===== config.mk =====
export PLATFORM = sky130hd
export DESIGN_NAME = ed_capture
export DESIGN_NICKNAME = d
export VERILOG_FILES = /design/src/rtl/ed_capture.sv
export SDC_FILE = /design/constraint.sdc
export NUM_CORES = 2
export LEC_CHECK = 0
export CAP_MARGIN = 10
export CORE_MARGIN = 2
export CORE_UTILIZATION = 40
export CTS_BUF_LIST = sky130_fd_sc_hd__clkbuf_4 sky130_fd_sc_hd__clkbuf_8
export DETAILED_ROUTE_END_ITERATION = 8
export PLACE_DENSITY_LB_ADDON = 0.3
export SLEW_MARGIN = 15
export SYNTH_ARGS = -nofsm -noshare
export SYNTH_HDL_FRONTEND = slang
export SYNTH_SLANG_ARGS = --single-unit

===== constraint.sdc =====
create_clock -name clk -period 7.65 [get_ports clk]
set_input_delay 2.295 -clock clk [delete_from_list [all_inputs] [get_ports clk]]
set_output_delay 2.295 -clock clk [all_outputs]
set_load 0.05 [all_outputs]

===== src/rtl/ed_capture.sv =====
// Input-capture block: synchronises OUT_BITS channels, detects rising edges and
// queues {channel mask, count, outer_count} timestamps for a valid/ready consumer.
module ed_capture #(
  parameter int IN_BITS    = 32,
  parameter int OUT_BITS   = 8,
  parameter int FIFO_DEPTH = 16,
  parameter int FIFO_LOG2  = 4
) (
  input  logic                  clk,
  input  logic                  rst_n,
  input  logic [IN_BITS-1:0]    count,
  input  logic [IN_BITS-1:0]    outer_count,
  input  logic [OUT_BITS-1:0]   ch_in,
  input  logic [OUT_BITS-1:0]   ch_mask,
  input  logic                  enable,
  output logic                  out_valid,
  input  logic                  out_ready,
  output logic [OUT_BITS-1:0]   out_chans,
  output logic [IN_BITS-1:0]    out_count,
  output logic [IN_BITS-1:0]    out_outer,
  output logic [FIFO_LOG2:0]    fifo_level,
  output logic                  overflow,
  output logic [15:0]           dropped,
  input  logic                  clear_overflow
);

  typedef struct packed {
    logic [OUT_BITS-1:0] chans;
    logic [IN_BITS-1:0]  cnt;
    logic [IN_BITS-1:0]  outer;
  } entry_t;

  localparam logic [FIFO_LOG2:0] LVL_FULL = (FIFO_LOG2+1)'(FIFO_DEPTH);

  logic [OUT_BITS-1:0]  r_s1, r_s2, r_s3;
  logic [OUT_BITS-1:0]  w_edge, w_cap;
  entry_t               r_mem [FIFO_DEPTH];
  entry_t               r_head, w_head_nxt, w_wdata;
  logic [FIFO_LOG2-1:0] r_wr_ptr, r_rd_ptr, w_rd_nxt;
  logic [FIFO_LOG2:0]   r_level, w_level_nxt, w_level_after_pop;
  logic                 r_ovf;
  logic [15:0]          r_drp;
  logic                 w_full, w_pop, w_any, w_wr, w_drop;

  // Synchroniser runs unconditionally so a pre-existing high level never looks like an edge.
  always_ff @(posedge clk or negedge rst_n) begin
    if (!rst_n) begin
      r_s1 <= '0;
      r_s2 <= '0;
      r_s3 <= '0;
    end else begin
      r_s1 <= ch_in;
      r_s2 <= r_s1;
      r_s3 <= r_s2;
    end
  end

  assign w_edge  = r_s2 & ~r_s3;
  assign w_cap   = w_edge & ch_mask & {OUT_BITS{enable}};
  assign w_wdata = '{chans: w_cap, cnt: count, outer: outer_count};

  assign out_valid = (r_level != '0);
  assign w_full    = (r_level == LVL_FULL);
  assign w_pop     = out_valid && out_ready;
  assign w_any     = |w_cap;
  assign w_wr      = w_any && (!w_full || w_pop);
  assign w_drop    = w_any && w_full && !w_pop;

  assign w_rd_nxt          = w_pop ? r_rd_ptr + FIFO_LOG2'(1) : r_rd_ptr;
  assign w_level_after_pop = r_level - {{FIFO_LOG2{1'b0}}, w_pop};
  assign w_level_nxt       = w_level_after_pop + {{FIFO_LOG2{1'b0}}, w_wr};

  // Head register tracks the next head; when the queue drains empty it holds the last value.
  always_comb begin
    w_head_nxt = r_head;
    if (w_level_nxt != '0) begin
      if (w_level_after_pop == '0) w_head_nxt = w_wdata;
      else                         w_head_nxt = r_mem[w_rd_nxt];
    end
  end

  always_ff @(posedge clk) begin
    if (w_wr) r_mem[r_wr_ptr] <= w_wdata;
  end

  always_ff @(posedge clk or negedge rst_n) begin
    if (!rst_n) begin
      r_wr_ptr <= '0;
      r_rd_ptr <= '0;
      r_level  <= '0;
      r_head   <= '0;
    end else begin
      if (w_wr) r_wr_ptr <= r_wr_ptr + FIFO_LOG2'(1);
      r_rd_ptr <= w_rd_nxt;
      r_level  <= w_level_nxt;
      r_head   <= w_head_nxt;
    end
  end

  // Clear takes priority, but a drop in the same cycle still registers as the first one.
  always_ff @(posedge clk or negedge rst_n) begin
    if (!rst_n) begin
      r_ovf <= 1'b0;
      r_drp <= '0;
    end else if (clear_overflow) begin
      r_ovf <= w_drop;
      r_drp <= {15'd0, w_drop};
    end else if (w_drop) begin
      r_ovf <= 1'b1;
      if (r_drp != 16'hFFFF) r_drp <= r_drp + 16'd1;
    end
  end

  assign out_chans  = r_head.chans;
  assign out_count  = r_head.cnt;
  assign out_outer  = r_head.outer;
  assign fifo_level = r_level;
  assign overflow   = r_ovf;
  assign dropped    = r_drp;

endmodule


==> reports/metrics.yaml <==
clock_network:
  clock-sinks: 1278
  hold_buffers: 0
  root_buffer: "clkbuf_8"
  clk_pin_slew_ns: 0.06
  cts_tree: "done"
  cts_setup_buffers: 0
  cts_made_buffers: 208
  clockBufferDepth: 3
  cts_resized: 0
  clk_latency_ns: 0.95
  cts_max_level: 4
run_status:
  status: "complete, no violations"
global_route:
  antenna_found_initial: 17
  grt_max_degree: 205
  grt_use_total_pct: 22.1
  grt_first_pass_wirelength_um: 247000
  grt_overflow_total: 0
  grt_pass1_vias: 38685
final_layout:
  stdcell_count: 6416
  drive_gt1_share_pct: 12.2
  fin_nets: 4419
  fill_cells: 12550
  post-route-util_pct: 46.0
  area_growth_pct: 13.9
  fin_area_sq_um: 66200
power_and_ir_drop:
  seqPwrFrac_pct: 32.3
  power.share.switching_pct: 41.3
  p_clk_share_pct: 21.6
  ir_drop_uv: 453
  power.internal_mw: 16.5
  p_sw_mw: 11.6
  leakagePower_nw: 22.0
  pwr-share-comb_pct: 46.1
  p_per_area_nw_per_um2: 424
  total_power_mw: 28.1
timing:
  fmax_mhz: 172
  worst_pin_slew_ns: 1.25
  setup_viol: 0
  min_period_ns: 5.81
  report.final.slew_viol_count: 0
  relSlewSlack_pct: 16.8
  hold_slack_ns: 0.345
  setup_tns_ns: 0
  final.setup.worst_slack_ns: 1.84
  rsz0062_at_grt: "false"
  hold_viol: 0
  finalClockSkew_ns: 0.0475
  min_period_over_period_pct: 75.9
floorplanning:
  rows: 139
  coreArea_sq_um: 144000
  dieArea_sq_um: 148000
  die_w_um: 385
  start_util_pct: 40.4
  die_y_um: 385
  ioPinCount: 180
yosys:
  synth.net_count: 4351
  ys.warnings.count: 0
  avgSynthCellArea_sq_um: 13.7
  synth_cell_types: 64
  synth_flop_cell: "edfxtp_1"
  synth_area_sq_um: 58100
  ys_ff_latch: 1278
  synth-async-reset-ratio_pct: 9.86
  synth_edf_count: 1152
  yosysSeqAreaShare_pct: 65.0
  syn_inst: 4256
setup_path:
  crit_start: "enable"
  cp_cell_sequence: "clkdlybuf4s50_1, nand4b_1, nand4_1, nor2_1, nor2_1, ha_1, ha_1, nand2b_1, a41oi_1, xnor2_2, nor3_2, nor2_4, buf_4, a31oi_1"
  cp_slowest_cell: "buf_4"
  worstPathMaxFanout: 70
  path_class: "input pin to register"
  worstSetupEndpointType: "register"
  arrival_ns: 6.54
  worstSetupStartpointType: "input pin"
  r2r_start: "fifo_level[0]$_DFF_PN0_"
  cp.required_ns: 8.38
  cpPeakStageDelay_ns: 0.93
drt:
  routed_wl_um: 168000
  vias: 39493
  dr.pass1.iters: 5
  drtAntennaViolNets: 0
  initialDrtViolationCount: 3747
  avgViaCountPerCell: 6.16
  wl_per_cell_um: 26.1
  drc: 0
placed_design:
  dp_hpwl_um: 83800
  io_buffer_count: 179
  placed_area_sq_um: 61800
  place_congestion: 0.772
  post-place-ws_ns: 0.936
  dp.cells: 6016
min_path:
  hold_class: "register to register"
  hp-start: "r_s1[6]$_DFF_PN0_"
run:
  cap_violations: 0
[critical path, delay by kind of cell]
kind | cells | cell delay [ns]
compound gates | 2 | 0.48
xor+xnor | 1 | 0.16
fa+ha+maj | 2 | 0.55
buf+inv | 2 | 1.54
simple gates | 7 | 1.46
[metal layers]
layer  wire length [um]  GRT usage, %
met5                 78             0
met3              12800          4.33
met2              78900          35.7
met4               3820          6.76
met1              71900          30.0
[synthesized netlist by cell type, drive strengths merged (5+ instances only)]
master / n / share of area [%]
edfxtp: 1152 / 60
mux2i: 583 / 10
clkbuf: 323 / 2.1
nor2: 306 / 2.0
o21ai: 290 / 2.5
a21oi: 289 / 2.5
o211ai: 286 / 3.7
o221ai: 211 / 3.2
dfrtp: 126 / 5.4
buf: 79 / 0.68
a31oi: 73 / 0.79
a2bb2oi: 70 / 1.1
o221a: 70 / 1.4
o22a: 70 / 1.1
o31ai: 69 / 0.89
or4: 69 / 0.89
nand2: 27 / 0.17
inv: 23 / 0.15
xnor2: 15 / 0.23
nand3: 12 / 0.10
ha: 10 / 0.22
nor3: 10 / 0.086
and2: 8 / 0.086
nand4b: 8 / 0.12
nor4: 8 / 0.086
nand4: 6 / 0.065
and4: 5 / 0.075
mux4: 5 / 0.19
nand2b: 5 / 0.054
o2111ai: 5 / 0.075
xor2: 5 / 0.075
[placed cells by master, fill, tap and decap left out, drive strengths merged, types with 10 or more instances in the layout]
master            n
ha               10
o31ai            69
o221a            70
clkdlybuf4s50   178
nand2            27
or4              69
o221ai          211
a2bb2oi          70
dfrtp           126
o211ai          286
xnor2            15
clkinv           62
a21oi           289
nor2            306
nand3            12
mux2i           583
clkbuf          320
inv              28
a31oi            73
o22a             70
o21ai           290
nor3             10
edfxtp         1152
buf              82
[cells by family after synthesis]
| family | synth area share, % |
|---|---|
| muxes | 10.3 |
| DFF | 65.0 |
| and+or+nand+nor | 3.98 |
| buffers and inverters | 2.92 |
| xor gates and xnor gates | 0.301 |
| adders and majority gates | 0.215 |
| AOI/OAI and AO/OA | 17.3 |
[registers in the layout, indices dropped and copies added, names as in the netlist]
signal,count
overflow,1
r_mem,1152
out_chans,8
r_s3,8
out_count,32
r_rd_ptr,4
dropped,16
out_outer,32
r_s2,8
r_wr_ptr,4
fifo_level,5
r_s1,8
[final cells by class]
type / count / area (sq um) / area share [%]
repair buffers: 260 / 2790 / 4.22
multi-input cells: 2552 / 18900 / 28.5
clock inverters: 71 / 483 / 0.729
clock buffers: 320 / 3830 / 5.78
diodes: 8 / 20.0 / 0.0302
well taps: 1903 / 2380 / 3.60
flip-flops and latches: 1278 / 37800 / 57.0
inverters: 24 / 97.6 / 0.147
[power groups by stage]
stage / clock (mW) / sequential (mW) / combinational (mW)
2_1_floorplan: 0 / 9.62 / 8.48
5_1_grt: 6.48 / 9.13 / 13.8
3_5_place_dp: 0 / 9.20 / 12.8
4_1_cts: 6.18 / 9.07 / 12.9
3_3_place_gp: 0 / 9.19 / 12.6
6_report: 6.07 / 9.06 / 12.9
[path summary, 6_finish.rpt]
check                                       endpoint  slack [ns]  depth (start not counted)
hold / removal                     r_s2[6]$_DFF_PN0_        0.35                          0
max in group asynchronous  out_count[20]$_DFFE_PN0P_        5.09                          2
hold reg to reg                    r_s2[6]$_DFF_PN0_        0.35                          0
min in group asynchronous          r_s3[7]$_DFF_PN0_        1.41                          1
setup reg to reg           out_outer[15]$_DFFE_PN0P_        2.27                         14
setup / recovery           out_outer[15]$_DFFE_PN0P_        1.84                         14
Note: power is estimated with default switching activity, not from simulation.
